===== src/rtl/mem_wb_stage_if.sv =====
// Data-memory request/acknowledge port between the MEM stage (master) and the data memory (slave).
interface mem_wb_stage_if #(
    parameter int DATA_W = 32
);
    logic              dmem_req;
    logic              dmem_we;
    logic [DATA_W-1:0] dmem_addr;
    logic [DATA_W-1:0] dmem_wdata;
    logic [DATA_W-1:0] dmem_rdata;
    logic              dmem_ack;

    modport master (
        output dmem_req,
        output dmem_we,
        output dmem_addr,
        output dmem_wdata,
        input  dmem_rdata,
        input  dmem_ack
    );

    modport slave (
        input  dmem_req,
        input  dmem_we,
        input  dmem_addr,
        input  dmem_wdata,
        output dmem_rdata,
        output dmem_ack
    );
endinterface


===== src/rtl/mem_wb_stage.sv =====
// Memory-access stage and MEM/WB register: issues loads/stores over a req/ack port with wait states,
// stalls upstream while an access is in flight, and drops misaligned or timed-out accesses.
module mem_wb_stage #(
    parameter int DATA_W  = 32,
    parameter int REG_W   = 5,
    parameter int TIMEOUT = 255
) (
    input  logic              clk,
    input  logic              rst,
    input  logic              Reg_Write_M,
    input  logic              MemToReg_M,
    input  logic              Mem_Write_M,
    input  logic [DATA_W-1:0] ALU_Out_M,
    input  logic [DATA_W-1:0] Write_Data_M,
    input  logic [REG_W-1:0]  Write_Reg_M,
    mem_wb_stage_if.master    dmem,
    output logic              Stall_M,
    output logic              Mem_Err,
    output logic              Reg_Write_W,
    output logic              MemToReg_W,
    output logic [DATA_W-1:0] Read_Data_W,
    output logic [DATA_W-1:0] ALU_Out_W,
    output logic [REG_W-1:0]  Write_Reg_W
);

    localparam int CNT_W = (TIMEOUT > 2) ? $clog2(TIMEOUT) : 1;
    localparam logic [CNT_W-1:0] CNT_LAST = CNT_W'(TIMEOUT - 1);

    typedef enum logic {
        S_IDLE,
        S_WAIT
    } state_t;

    state_t            state_q, state_d;
    logic [CNT_W-1:0]  cnt_q, cnt_d;
    logic              req_q, req_d;
    logic              we_q, we_d;
    logic [DATA_W-1:0] addr_q, addr_d;
    logic [DATA_W-1:0] wdata_q, wdata_d;

    logic              reg_write_w_q, reg_write_w_d;
    logic              mem_to_reg_w_q, mem_to_reg_w_d;
    logic [DATA_W-1:0] read_data_w_q, read_data_w_d;
    logic [DATA_W-1:0] alu_out_w_q, alu_out_w_d;
    logic [REG_W-1:0]  write_reg_w_q, write_reg_w_d;

    logic access;
    logic misal;
    logic stall_c;
    logic err_c;

    assign access = MemToReg_M | Mem_Write_M;
    assign misal  = access & (ALU_Out_M[1:0] != 2'b00);

    always_comb begin
        state_d        = state_q;
        cnt_d          = cnt_q;
        req_d          = req_q;
        we_d           = we_q;
        addr_d         = addr_q;
        wdata_d        = wdata_q;
        // MEM/WB loads a bubble unless an instruction retires this cycle
        reg_write_w_d  = 1'b0;
        mem_to_reg_w_d = 1'b0;
        read_data_w_d  = '0;
        alu_out_w_d    = '0;
        write_reg_w_d  = '0;
        stall_c        = 1'b0;
        err_c          = 1'b0;

        case (state_q)
            S_IDLE: begin
                if (!access) begin
                    reg_write_w_d  = Reg_Write_M;
                    mem_to_reg_w_d = MemToReg_M;
                    alu_out_w_d    = ALU_Out_M;
                    write_reg_w_d  = Write_Reg_M;
                end else if (misal) begin
                    err_c = 1'b1;
                end else begin
                    stall_c = 1'b1;
                    state_d = S_WAIT;
                    cnt_d   = '0;
                    req_d   = 1'b1;
                    we_d    = Mem_Write_M;
                    addr_d  = ALU_Out_M;
                    wdata_d = Write_Data_M;
                end
            end
            S_WAIT: begin
                // Upstream is held, so the *_M inputs still describe the in-flight instruction
                if (dmem.dmem_ack) begin
                    reg_write_w_d  = Reg_Write_M;
                    mem_to_reg_w_d = MemToReg_M;
                    read_data_w_d  = Mem_Write_M ? '0 : dmem.dmem_rdata;
                    alu_out_w_d    = ALU_Out_M;
                    write_reg_w_d  = Write_Reg_M;
                    req_d          = 1'b0;
                    state_d        = S_IDLE;
                end else if (cnt_q == CNT_LAST) begin
                    err_c   = 1'b1;
                    req_d   = 1'b0;
                    state_d = S_IDLE;
                end else begin
                    stall_c = 1'b1;
                    cnt_d   = cnt_q + 1'b1;
                end
            end
            default: begin
                state_d = S_IDLE;
                req_d   = 1'b0;
            end
        endcase
    end

    always_ff @(posedge clk or negedge rst) begin
        if (!rst) begin
            state_q        <= S_IDLE;
            cnt_q          <= '0;
            req_q          <= 1'b0;
            we_q           <= 1'b0;
            addr_q         <= '0;
            wdata_q        <= '0;
            reg_write_w_q  <= 1'b0;
            mem_to_reg_w_q <= 1'b0;
            read_data_w_q  <= '0;
            alu_out_w_q    <= '0;
            write_reg_w_q  <= '0;
        end else begin
            state_q        <= state_d;
            cnt_q          <= cnt_d;
            req_q          <= req_d;
            we_q           <= we_d;
            addr_q         <= addr_d;
            wdata_q        <= wdata_d;
            reg_write_w_q  <= reg_write_w_d;
            mem_to_reg_w_q <= mem_to_reg_w_d;
            read_data_w_q  <= read_data_w_d;
            alu_out_w_q    <= alu_out_w_d;
            write_reg_w_q  <= write_reg_w_d;
        end
    end

    // Combinational outputs are forced low while reset is asserted
    assign Stall_M = rst & stall_c;
    assign Mem_Err = rst & err_c;

    assign dmem.dmem_req   = req_q;
    assign dmem.dmem_we    = we_q;
    assign dmem.dmem_addr  = addr_q;
    assign dmem.dmem_wdata = wdata_q;

    assign Reg_Write_W = reg_write_w_q;
    assign MemToReg_W  = mem_to_reg_w_q;
    assign Read_Data_W = read_data_w_q;
    assign ALU_Out_W   = alu_out_w_q;
    assign Write_Reg_W = write_reg_w_q;

endmodule


===== src/flat_wrapper.sv =====
// flat-port wrapper written by rule: the top's interface ports become plain ports
module mem_wb_stage_flat 
#(
    parameter int DATA_W  = 32,
    parameter int REG_W   = 5,
    parameter int TIMEOUT = 255
)
  (clk, rst, Reg_Write_M, MemToReg_M, Mem_Write_M, ALU_Out_M, Write_Data_M, Write_Reg_M, Stall_M, Mem_Err, Reg_Write_W, MemToReg_W, Read_Data_W, ALU_Out_W, Write_Reg_W, dmem_dmem_req, dmem_dmem_we, dmem_dmem_addr, dmem_dmem_wdata, dmem_dmem_rdata, dmem_dmem_ack);
  mem_wb_stage_if #(.DATA_W(DATA_W)) dmem_i ();
  input  logic clk;
  input  logic rst;
  input  logic Reg_Write_M;
  input  logic MemToReg_M;
  input  logic Mem_Write_M;
  input  logic [DATA_W-1:0] ALU_Out_M;
  input  logic [DATA_W-1:0] Write_Data_M;
  input  logic [REG_W-1:0] Write_Reg_M;
  output logic Stall_M;
  output logic Mem_Err;
  output logic Reg_Write_W;
  output logic MemToReg_W;
  output logic [DATA_W-1:0] Read_Data_W;
  output logic [DATA_W-1:0] ALU_Out_W;
  output logic [REG_W-1:0] Write_Reg_W;
  output wire logic [$bits(dmem_i.dmem_req)-1:0] dmem_dmem_req;
  output wire logic [$bits(dmem_i.dmem_we)-1:0] dmem_dmem_we;
  output wire logic [$bits(dmem_i.dmem_addr)-1:0] dmem_dmem_addr;
  output wire logic [$bits(dmem_i.dmem_wdata)-1:0] dmem_dmem_wdata;
  input wire logic [$bits(dmem_i.dmem_rdata)-1:0] dmem_dmem_rdata;
  input wire logic [$bits(dmem_i.dmem_ack)-1:0] dmem_dmem_ack;
  assign dmem_dmem_req = dmem_i.dmem_req;
  assign dmem_dmem_we = dmem_i.dmem_we;
  assign dmem_dmem_addr = dmem_i.dmem_addr;
  assign dmem_dmem_wdata = dmem_i.dmem_wdata;
  assign dmem_i.dmem_rdata = dmem_dmem_rdata;
  assign dmem_i.dmem_ack = dmem_dmem_ack;
  mem_wb_stage #(.DATA_W(DATA_W), .REG_W(REG_W), .TIMEOUT(TIMEOUT)) u_core (.clk(clk), .rst(rst), .Reg_Write_M(Reg_Write_M), .MemToReg_M(MemToReg_M), .Mem_Write_M(Mem_Write_M), .ALU_Out_M(ALU_Out_M), .Write_Data_M(Write_Data_M), .Write_Reg_M(Write_Reg_M), .dmem(dmem_i), .Stall_M(Stall_M), .Mem_Err(Mem_Err), .Reg_Write_W(Reg_Write_W), .MemToReg_W(MemToReg_W), .Read_Data_W(Read_Data_W), .ALU_Out_W(ALU_Out_W), .Write_Reg_W(Write_Reg_W));
endmodule

===== config.mk =====
export PLATFORM = sky130hd
export DESIGN_NAME = mem_wb_stage_flat
export DESIGN_NICKNAME = d
export VERILOG_FILES = /design/src/rtl/mem_wb_stage_if.sv /design/src/rtl/mem_wb_stage.sv /design/src/flat_wrapper.sv
export SDC_FILE = /design/constraint.sdc
export NUM_CORES = 1
export LEC_CHECK = 0
export BUFFER_PORTS_ARGS = -buffer_cell sky130_fd_sc_hd__buf_4
export CORE_MARGIN = 5
export CORE_UTILIZATION = 50
export DETAILED_ROUTE_END_ITERATION = 16
export PLACE_DENSITY = 0.85
export SYNTH_ARGS = -nofsm -noshare
export SYNTH_HDL_FRONTEND = slang
export SYNTH_SLANG_ARGS = --single-unit

===== constraint.sdc =====
create_clock -name clk -period 4 [get_ports clk]
set_input_delay 0.8 -clock clk [delete_from_list [all_inputs] [get_ports clk]]
set_output_delay 0.8 -clock clk [all_outputs]
set_load 0.05 [all_outputs]

==> metrics.md, run 1 <==
| Metric | Value |
|---|---|
| Final wirelength | about 15 mm |
| Number of rows created at floorplan | 37 |
| R2R Path End | u_core.cnt_q[0] |
| Class of the tightest hold or removal check | input port to asynchronous set/reset pin |
| Die extent in x | about 110 um |
| Maximum fanout count along the critical path | 7 |
| Average cell area after synthesis | 10.9 um^2 |
| Total power after layout | roughly 4.8 mW |
| Number of remaining DRC errors | 0 |
| Beginning of the worst register-to-register path | u_core.state_q |
| Initial Util | 0.514 |
| Lkg Pwr | ~4.4 nW |
| Max capacitance violation total | 0 |
| Clock transition at the registers of the reported paths | about 60 ps |
| Setup repair after global routing missed its margin | no |
| Setup TNS after final layout | 0 ps |
| Gp weighted congestion | about 0.84 |
| Result of the run | complete, no violations |
| Cell area after synthesis | approximately 5300 um^2 |
| Cell taking the most area after synthesis | dfrtp_1 |
| Via count | 4,301 |
| CTS Root Cell | clkbuf_8 |
| Category of the worst setup path launch point | flop |
| Gr usage total | 0.233 |
| WL/cell | roughly 17 um |
| Compound-gate portion of the synthesized area | 0.0214 |
| Number of global-route vias before repair | ~4.7k |
| Max Transition Viols Final | 0 |
| Most common cell after layout, fill and taps aside | buf_4 |
| Area enclosed by the die boundary | about 13,000 um^2 |
| # resized after CTS | 0 |
| Port-buffer cells | ~250 |
| Final period utilization | 0.774 |
| Post-synthesis sequential area ratio | 0.688 |
| XOR/XNOR share of the synthesized area | 0.00330 |
| Number of inserted diodes | 0 |
| Commonest cells after routing, fill and taps aside | buf_4, nand2_1, dfrtp_1 |
| Worst Path Required | 3200 ps |
| CTS tree | built |
| Number of warnings reported in the yosys synthesis log | 0 |
| Pin count of the biggest net entering global routing | 70 |
| Final-report setup violation count | 0 |
| Insertion delay to the later sink of the worst-skew pair | between 500 and 600 ps |
| Violation count after the first detailed-routing iteration | 290 |
| Number of iterations in the first detailed-routing pass | 4 |
| Remaining antenna violation count | 0 |
| Synth Net Count | 597 |
| Synth area leaders | dfrtp_1, nand2_1, and2_1, nor2b_1, and2b_1 |
| Pin slew with the least headroom to its limit | about 1300 ps |
| Number of cell instances on the worst register-to-register path | 3 |
| Proportion of synthesized area in mux cells | 0.00212 |
| Final net count | ~840 |
| Die extent in y | 113 um |
| Hold-fix buffers at CTS | 0 |
| Synthesis-to-layout area growth | 48.8% |
| Synthesized instance count | 488 |
| Data arrival at the endpoint of the critical path | ~2300 ps |
| Tightest slew margin relative to the limit | 0.146 |
| Final Hold Viols | 0 |
| Flop-to-flop setup slack | 1620 ps |
| Combinational family with the most area after synthesis | simple AND/OR/NAND/NOR gates |
| Final critical delay including setup and external delays | around 3100 ps |
| Floorplan Core Area | between 10,000 and 15,000 um^2 |
| Synth top area share | 0.688 |
| Number of H-tree branching levels | 4 |
| Worst clock skew on the final layout | 4.40 ps |
| Area share of and/or/nand/nor cells after synthesis | 0.256 |
| Largest buffer count on any clock path | 2 |
| Global-route wire length before repair | ~23 mm |
| Count of cell types in the netlist | 33 |
| Power density over the cells | between 600 and 700 nW/um^2 |
| Total of flip-flops plus latches after synthesis | 146 |
| Num ports | about 250 |
| Number of setup buffers added after CTS | 0 |
| Num CTS Buffers | 17 |
| Detail Placement HPWL | roughly 10 mm |
| Worst IR drop on VDD | just over 0.0003 V |
| CP Class | flop to output pin |
| Via-per-instance ratio | about 4.9 |
| Overflow left after global routing | 0 |
| Achievable clock frequency | approximately 320 MHz |
| Share of post-route cells with drive strength above 1 | 0.385 |
| Post-synthesis adder-cell area fraction | 0.00471 |
| Sink count of the clock tree | between 100 and 150 |
| Min Hold Slack | roughly 130 ps |
| Initial antenna violation count | 0 |
| Critical path endpoint category | output pin |
==> routing by layer <==
metal	vias to the layer above	global-route usage	part of all wire	wire, um
li1	2001	-	-	-
met2	207	0.402	0.51	7420
met1	2067	0.260	0.36	5200
met4	0	0.0761	0.019	274
met3	26	0.103	0.12	1700
met5	-	0	0	0
==> registers in the layout, summed over array words and instances (netlist names) <==
register / cells
u_core.MemToReg_W: 1
u_core.Reg_Write_W: 1
u_core.cnt_q: 8
u_core.Read_Data_W: 32
u_core.ALU_Out_W: 32
u_core.dmem.dmem_req: 1
u_core.dmem.dmem_we: 1
u_core.state_q: 1
u_core.Write_Reg_W: 5
u_core.dmem.dmem_wdata: 32
u_core.dmem.dmem_addr: 32
==> through the flow <==
stage / std cells / utilization / instance area [um^2] / worst slack (ps)
after floorplan: 488 / - / 5310 / 1550
after global placement: 850 / 0.702 / 7250 / 1290
after detailed placement: 850 / 0.702 / 7250 / 1230
after CTS: 882 / 0.766 / 7900 / 889
after global routing: 882 / 0.766 / 7900 / 748
final: 882 / 0.766 / 7900 / 904
==> synth_stat cells <==
| library cell | instances |
|---|---|
| nand2_1 | 194 |
| dfrtp_1 | 146 |
| and2_1 | 36 |
| nor2b_1 | 26 |
| and2b_1 | 13 |
| clkbuf_1 | 12 |
| buf_2 | 9 |
| nor2_1 | 9 |
| nand3_1 | 7 |
| o21ai_0 | 5 |
| buf_6 | 3 |
| a32o_1 | 2 |
| and3_1 | 2 |
| ha_1 | 2 |
| inv_1 | 2 |
| nor3_1 | 2 |
| xnor2_1 | 2 |
| a211o_1 | 1 |
| a21oi_2 | 1 |
| a22o_1 | 1 |
| a41oi_1 | 1 |
| mux2_2 | 1 |
| nand2b_1 | 1 |
| nand3b_1 | 1 |
| nand4_1 | 1 |
| nor4_2 | 1 |
| o211ai_1 | 1 |
| o2bb2ai_1 | 1 |
| o31a_1 | 1 |
| o32ai_1 | 1 |
| or2_2 | 1 |
| or3_1 | 1 |
| or4_1 | 1 |
==> critical path: stages, from the launching register on <==
cell     delay, ps
dfrtp_1        440
inv_1           80
ha_1           170
nand4_1        110
or2_2          340
a21oi_2        210
inv_1           70
and2_1         160
buf_4          190
==> cell type report <==
class,instances,area (um^2)
multi-input cells,316,1540
repair buffers,250,1880
flip-flops and latches,146,3650
inverters,2,7.51
fillers,644,2420
clock buffers,20,455
well taps,136,170
clock inverters,12,201
==> worst max path at each step <==
stage / from / endpoint / slack (ps) / depth (start not counted)
4_1_cts: u_core.cnt_q[0] / Stall_M / 890 / 8
2_1_floorplan: ALU_Out_M[1] / Stall_M / 1550 / 4
3_3_place_gp: ALU_Out_M[1] / u_core.cnt_q[5] / 1290 / 4
3_5_place_dp: ALU_Out_M[1] / u_core.cnt_q[5] / 1230 / 4
6_report: u_core.cnt_q[0] / Stall_M / 900 / 8
5_1_grt: u_core.cnt_q[0] / Stall_M / 750 / 8
==> cell families after synthesis <==
logic type               Yosys count
AND/OR/NAND/NOR                  296
adder cells (fa/ha/maj)            2
AO/OA/AOI/OAI                     15
flip-flops                       146
multiplexers                       1
XOR/XNOR                           2
buffers and inverters             26
==> report_power, final <==
| group | internal [mW] | total (mW) | switching, mW |
|---|---|---|---|
| combinational | 0.377 | 1.27 | 0.896 |
| sequential | 1.66 | 1.77 | 0.111 |
| clock | 1.13 | 1.73 | 0.600 |
No activity file was read; power rests on OpenSTA's default activity.
==> inputs of run 2 (changes only) <==
- CORE_UTILIZATION: 50 -> 46
- PLACE_DENSITY: 0.85 -> 0.79
- clock period: 4 -> 3.1 ns (I/O delays scaled with it)
==> run 2 against run 1 <==
  * Worst setup slack got worse by 720 ps
  * Critical endpoint unchanged
  * Largest power group unchanged
  * Non-clock buffer count increased by 1
  * Global-route usage shrank 1.5 points
==> metrics.md, run 2 (synthesis gave the netlist of run 1 again) <==
| Metric | Value |
|---|---|
| Result of the run | complete, no violations |
| Largest buffer count on any clock path | 2 (unchanged) |
| Number of iterations in the first detailed-routing pass | 4 (unchanged) |
| Via-per-instance ratio | 4.80 (-1.5%) |
| Violation count after the first detailed-routing iteration | 211 (-27%) |
| CTS tree | built |
| Net load switching power | 2.08 mW (+30%) |
| Pin count of the biggest net entering global routing | 82 (+17%) |
| Remaining antenna violation count | 0 (unchanged) |
| Detail Placement HPWL | 10.5 mm (+0.57%) |
| Buf+Inv Stages, Crit Path | 3 (unchanged) |
| Max Transition Viols Final | 0 (unchanged) |
| Synthesis-to-layout area growth | 48.1% |
| Total non-filler cell area in the finished layout | 7870 um^2 (-0.47%) |
| Setup repair after global routing missed its margin | no |
| Overflow left after global routing | 0 (unchanged) |
| Initial Util | 0.467 (-0.0473) |
| Num CTS Buffers | 17 (unchanged) |
| Sink count of the clock tree | 146 (unchanged) |
| Floorplan Core Area | 11,400 um^2 (+10%) |
| Clock share of power | 0.344 (-0.018) |
| Area of placed instances | 7260 um^2 (+0.22%) |
| Final period utilization | 0.940 |
| Number of setup buffers added after CTS | 0 (unchanged) |
| # resized after CTS | 0 (unchanged) |
| Number of remaining DRC errors | 0 (unchanged) |
| Beginning of the worst register-to-register path | u_core.cnt_q[0] |
| Insertion delay to the later sink of the worst-skew pair | 410 ps (-110 ps) |
| Port-buffer cells | 245 (unchanged) |
| Number of global-route vias before repair | 4,696 (-0.021%) |
| Gp weighted congestion | 0.791 (-5.4%) |
| Number of cell instances on the worst register-to-register path | 6 (+3) |
| Instance count on the critical path | 8 (unchanged) |
| Worst slack after detailed placement | 727 ps (-507 ps) |
| Num ports | 246 (unchanged) |
| Flop-to-flop setup slack | 910 ps (-710 ps) |
| Commonest cells after routing, fill and taps aside | buf_4, nand2_1, dfrtp_1 |
| Share of post-route cells with drive strength above 1 | 0.386 (+0.000824) |
| Worst Path Required | 2480 ps (-720 ps) |
| Switching portion of total power | 0.348 (+0.0108) |
| Number of inserted diodes | 0 (unchanged) |
| Setup TNS after final layout | 0 ps (unchanged) |
| Crit-path leading delay family | simple AND/OR/NAND/NOR gates |
| Power density over the cells | 762 nW/um^2 (+26%) |
| Data arrival at the endpoint of the critical path | 2300 ps (about the same) |
| Final Hold Viols | 0 (unchanged) |
| Die extent in y | 117 um (+3.9%) |
| Final wirelength | 14.6 mm (+0.12%) |
| Final WS setup | 184 ps (-720 ps) |
| R2R Path End | u_core.cnt_q[4] |
| Global-route wire length before repair | 24.1 mm (+3.9%) |
| Tightest slew margin relative to the limit | 0.330 (+0.184) |
| Initial antenna violation count | 0 (unchanged) |
| Category of the worst setup path launch point | flop |
| Worst path slowest cell | dfrtp_1 |
| Gr usage total | 0.218 (-0.0151) |
| Clock transition at the registers of the reported paths | 60 ps (about the same) |
| Number of rows created at floorplan | 39 (+5.4%) |
| Final Util | 0.692 (-0.0737) |
| Area enclosed by the die boundary | 13,800 um^2 (+7.9%) |
| Final critical delay including setup and external delays | 2920 ps |
| Pin slew with the least headroom to its limit | 994 ps (-287 ps) |
| WL/cell | 16.4 um (-0.78%) |
| Power share of the combinational group | 0.275 (+0.008) |
| Maximum single-stage delay on the critical path | 460 ps (+20 ps) |
| CTS Root Cell | clkbuf_16 |
| Final-report setup violation count | 0 (unchanged) |
| Most common cell after layout, fill and taps aside | buf_4 |
| Die extent in x | 117 um (+3.9%) |
| Via count | 4,275 (-0.60%) |
| Class of the tightest hold or removal check | input port to asynchronous set/reset pin |
| Critical path endpoint category | output pin |
| Achievable clock frequency | around 340 MHz |
| CP Class | flop to output pin |
| Lkg Pwr | 4.34 nW (-0.51%) |
| Worst IR drop on VDD | 0.000467 V (+50%) |
| Internal power consumption | 3.91 mW (+24%) |
| CP dominant cell by count | inv_1 |
| Final net count | 843 (+0.12%) |
| Part of the total power dissipated in sequential elements | 0.381 (+0.010) |
| Maximum fanout count along the critical path | 7 (unchanged) |
| Worst clock skew on the final layout | 6.31 ps (+1.91 ps) |
| Chain of cells forming the critical path | inv_1, ha_1, nand4_1, or2_2, a21oi_2, inv_1, and2_1, buf_4 |
| Hold-fix buffers at CTS | 0 (unchanged) |
| Number of H-tree branching levels | 4 (unchanged) |
| Max capacitance violation total | 0 (unchanged) |
==> run 2: cell types whose count changed in the layout (fill, tap and decap cells not counted), sizes merged <==
cell / change
buf: +1
bufinv: -2
clkbuf: -2
clkinv: +5
clkinvlp: +1
inv: -2
==> run 2: cell type report <==
| type | instances | area [um^2] |
|---|---|---|
| flip-flops and latches | 146 | 3650 |
| fillers | 845 | 3500 |
| repair buffers | 251 | 1890 |
| multi-input cells | 316 | 1540 |
| clock buffers | 18 | 439 |
| well taps | 143 | 179 |
| clock inverters | 14 | 164 |
| inverters | 2 | 7.51 |
==> run 2: stage by stage <==
stage,hold WS [ps],power [mW],std cells
detailed placement,463,3.96,858
finish,381,5.99,890
CTS,383,6.05,890
floorplan,324,3.33,488
global placement,459,3.92,858
global route,389,6.25,890
==> run 2: metal layers <==
metal	global-route usage	wire [um]
met5	0	0
met4	0.0580	179
met3	0.110	1530
met2	0.372	7540
met1	0.242	5360
==> run 2: worst max path at each step <==
stage	from	end	slack, ps
after floorplan	u_core.cnt_q[0]	Stall_M	890
after global placement	u_core.cnt_q[0]	Stall_M	750
after detailed placement	u_core.cnt_q[0]	Stall_M	730
after CTS	u_core.cnt_q[0]	Stall_M	180
after global routing	u_core.cnt_q[0]	Stall_M	70
final	u_core.cnt_q[0]	Stall_M	180
==> run 2: worst reg2reg max path, cell delays in order, from the launching register on <==
cell and delay, ps:
dfrtp_1 460, inv_1 90, ha_1 190, nand4_1 130, o21ai_0 810, nor3_1 100, a211o_1 290
==> run 2: power groups by stage <==
stage / Clock [mW] / Sequential [mW] / Combinational [mW]
after floorplan: 0 / 3.06 / 0.262
after global placement: 0 / 2.29 / 1.62
after detailed placement: 0 / 2.31 / 1.65
after CTS: 2.11 / 2.28 / 1.66
after global routing: 2.20 / 2.31 / 1.73
final: 2.06 / 2.28 / 1.64
==> inputs of run 3 (changes only) <==
- MAX_ROUTING_LAYER: not set -> met4
==> run 3 against run 2 <==
  * Combinational power barely moved
  * Worst hold slack got worse by 7.1 ps
  * Power rose by 0.18%
  * Worst setup slack got worse by 6.8 ps
  * Clock skew rose by 0.58 ps
  * Fmax fell by 0.23%
  * First-iteration DRC count rose by 19%
  * Design area did not move
  * Critical endpoint unchanged
  * Largest cell class unchanged
==> metrics.md, run 3 (synthesis gave the netlist of run 1 again) <==
| Metric | Value |
|---|---|
| Maximum fanout count along the critical path | 7 (unchanged) |
| Uppermost layer routed | met4 |
| Area enclosed by the die boundary | 13,800 um^2 (unchanged) |
| Pin count of the biggest net entering global routing | 82 (unchanged) |
| Data arrival at the endpoint of the critical path | 2300 ps (about the same) |
| Clock share of power | 0.346 (+0.002) |
| Pin slew with the least headroom to its limit | 1010 ps (+12.9 ps) |
| Overflow left after global routing | 0 (unchanged) |
| Share of post-route cells with drive strength above 1 | 0.386 (unchanged) |
| Final wirelength | 14.6 mm (+0.13%) |
| Initial Util | 0.467 (unchanged) |
| Initial antenna violation count | 0 (unchanged) |
| Max Transition Viols Final | 0 (unchanged) |
| Gr usage total | 0.225 (+0.00622) |
| CP Class | flop to output pin |
| Insertion delay to the later sink of the worst-skew pair | 410 ps (about the same) |
| Net load switching power | 2.09 mW (+0.53%) |
| Most common cell after layout, fill and taps aside | buf_4 |
| Worst clock skew on the final layout | 6.89 ps (+0.580 ps) |
| Area taken by flip-flops and latches | 3650 um^2 (unchanged) |
| Part of the total power dissipated in sequential elements | 0.380 (about the same) |
| Final-report setup violation count | 0 (unchanged) |
| Via count | 4,265 (-0.23%) |
| Internal power consumption | 3.91 mW (about the same) |
| Port-buffer cells | 245 (unchanged) |
| Worst path slowest cell | dfrtp_1 |
| Final period utilization | 0.943 (+0.00219) |
| # resized after CTS | 0 (unchanged) |
| CTS tree | built |
| Filler-free cell count of the finished design | 890 (unchanged) |
| Floorplan Core Area | 11,400 um^2 (unchanged) |
| Category of the worst setup path launch point | flop |
| WL/cell | 16.4 um (+0.13%) |
| Critical path endpoint category | output pin |
| Via-per-instance ratio | 4.79 (-0.23%) |
| Hold-fix buffers at CTS | 0 (unchanged) |
| Final critical delay including setup and external delays | 2920 ps (+6.78 ps) |
| Num ports | 246 (unchanged) |
| CTS Root Cell | clkbuf_16 |
| Class of the tightest hold or removal check | input port to asynchronous set/reset pin |
| Number of rows created at floorplan | 39 (unchanged) |
| Worst Path Required | 2480 ps (about the same) |
| Largest buffer count on any clock path | 2 (unchanged) |
| Clock transition at the registers of the reported paths | 60 ps (about the same) |
| Synthesis-to-layout area growth | 48.1% (unchanged) |
| Number of instances in the placed design | 858 (unchanged) |
| Number of global-route vias before repair | 4,715 (+0.40%) |
| Final Hold Viols | 0 (unchanged) |
| Remaining antenna violation count | 0 (unchanged) |
| Met3 routed WL | 1.40 mm (-8.5%) |
| Setup TNS after final layout | 0 ps (unchanged) |
| Switching portion of total power | 0.349 (+0.00121) |
| Area of the multi-input gates | 1540 um^2 (unchanged) |
| Power share of the combinational group | 0.274 (about the same) |
| Area of placed instances | 7260 um^2 (unchanged) |
| Chain of cells forming the critical path | inv_1, ha_1, nand4_1, or2_2, a21oi_2, inv_1, and2_1, buf_4 |
| Layout filler cell count | 845 (unchanged) |
| Global-route wire length before repair | 24.1 mm (about the same) |
| Final net count | 843 (unchanged) |
| Sink count of the clock tree | 146 (unchanged) |
| Commonest cells after routing, fill and taps aside | buf_4, nand2_1, dfrtp_1 |
| Maximum single-stage delay on the critical path | 460 ps (about the same) |
| Result of the run | complete, no violations |
| Setup repair after global routing missed its margin | no |
| Max capacitance violation total | 0 (unchanged) |
| Power density over the cells | 763 nW/um^2 (+0.18%) |
| Number of setup buffers added after CTS | 0 (unchanged) |
| Number of H-tree branching levels | 4 (unchanged) |
| Die extent in y | 117 um (unchanged) |
| Die extent in x | 117 um (unchanged) |
| Number of remaining DRC errors | 0 (unchanged) |
| Lkg Pwr | 4.34 nW (unchanged) |
| Number of inserted diodes | 0 (unchanged) |
| Total non-filler cell area in the finished layout | 7870 um^2 (unchanged) |
| CP dominant cell by count | inv_1 |
| Number of iterations in the first detailed-routing pass | 6 (+2) |
| Violation count after the first detailed-routing iteration | 251 (+19%) |
| Amount of wire on met2 after detailed routing | 7.51 mm (-0.32%) |
| Num CTS Buffers | 17 (unchanged) |
| Achievable clock frequency | 342 MHz (-0.23%) |
| Gp weighted congestion | 0.802 (+1.4%) |
| Total routed wire length on the met1 layer | 5.50 mm (+2.5%) |
| Detail Placement HPWL | 10.5 mm (unchanged) |
| Tightest slew margin relative to the limit | 0.321 (-0.00870) |
| Worst IR drop on VDD | 0.000466 V (-0.11%) |
| Total power after layout | 6.00 mW (+0.18%) |
## run 3: power groups by stage
| stage | combinational, mW | clock (mW) | sequential [mW] |
|---|---|---|---|
| after floorplan | 0.262 | 0 | 3.06 |
| after global placement | 1.62 | 0 | 2.29 |
| after detailed placement | 1.65 | 0 | 2.31 |
| after CTS | 1.66 | 2.11 | 2.28 |
| after global routing | 1.73 | 2.20 | 2.31 |
| final | 1.64 | 2.07 | 2.28 |
## run 3: worst paths after layout
kind,from,end,slack [ps],depth (start not counted)
max in group asynchronous,rst,u_core.dmem.dmem_addr[14],1990,2
hold reg to reg,u_core.dmem.dmem_addr[23],u_core.dmem.dmem_addr[23],470,2
min in group clk,Write_Data_M[4],u_core.dmem.dmem_wdata[4],400,3
setup reg to reg,u_core.cnt_q[0],u_core.cnt_q[4],900,6
hold / removal,rst,u_core.state_q,370,2
setup / recovery,u_core.cnt_q[0],Stall_M,180,8
## run 3: area by class of cell
type | instances | area share
Clock inverter | 14 | 0.0208
Multi-Input combinational cell | 316 | 0.195
Inverter | 2 | 0.000954
Tap cell | 143 | 0.0227
Sequential cell | 146 | 0.464
Timing Repair Buffer | 251 | 0.240
Clock buffer | 18 | 0.0558
## run 3: through the flow
step	worst slack [ps]	utilization	hold WS, ps
after global placement	747	0.639	459
after floorplan	891	-	324
after global routing	73.0	0.692	392
final	178	0.692	374
after detailed placement	727	0.639	463
after CTS	183	0.692	383
## run 3: routing by layer
layer,up-vias,track usage
met2,204,0.373
met5,-,-
met4,0,0.0667
li1,2007,-
met3,18,0.0895
met1,2036,0.250
## run 3: critical path: cells and delay by family (launching register included)
kind / cells / cell delay [ps]
buffers and inverters: 3 / 360
AND/OR/NAND/NOR: 3 / 630
adder cells (fa/ha/maj): 1 / 190
AO/OA/AOI/OAI: 1 / 250
flip-flops: 1 / 460
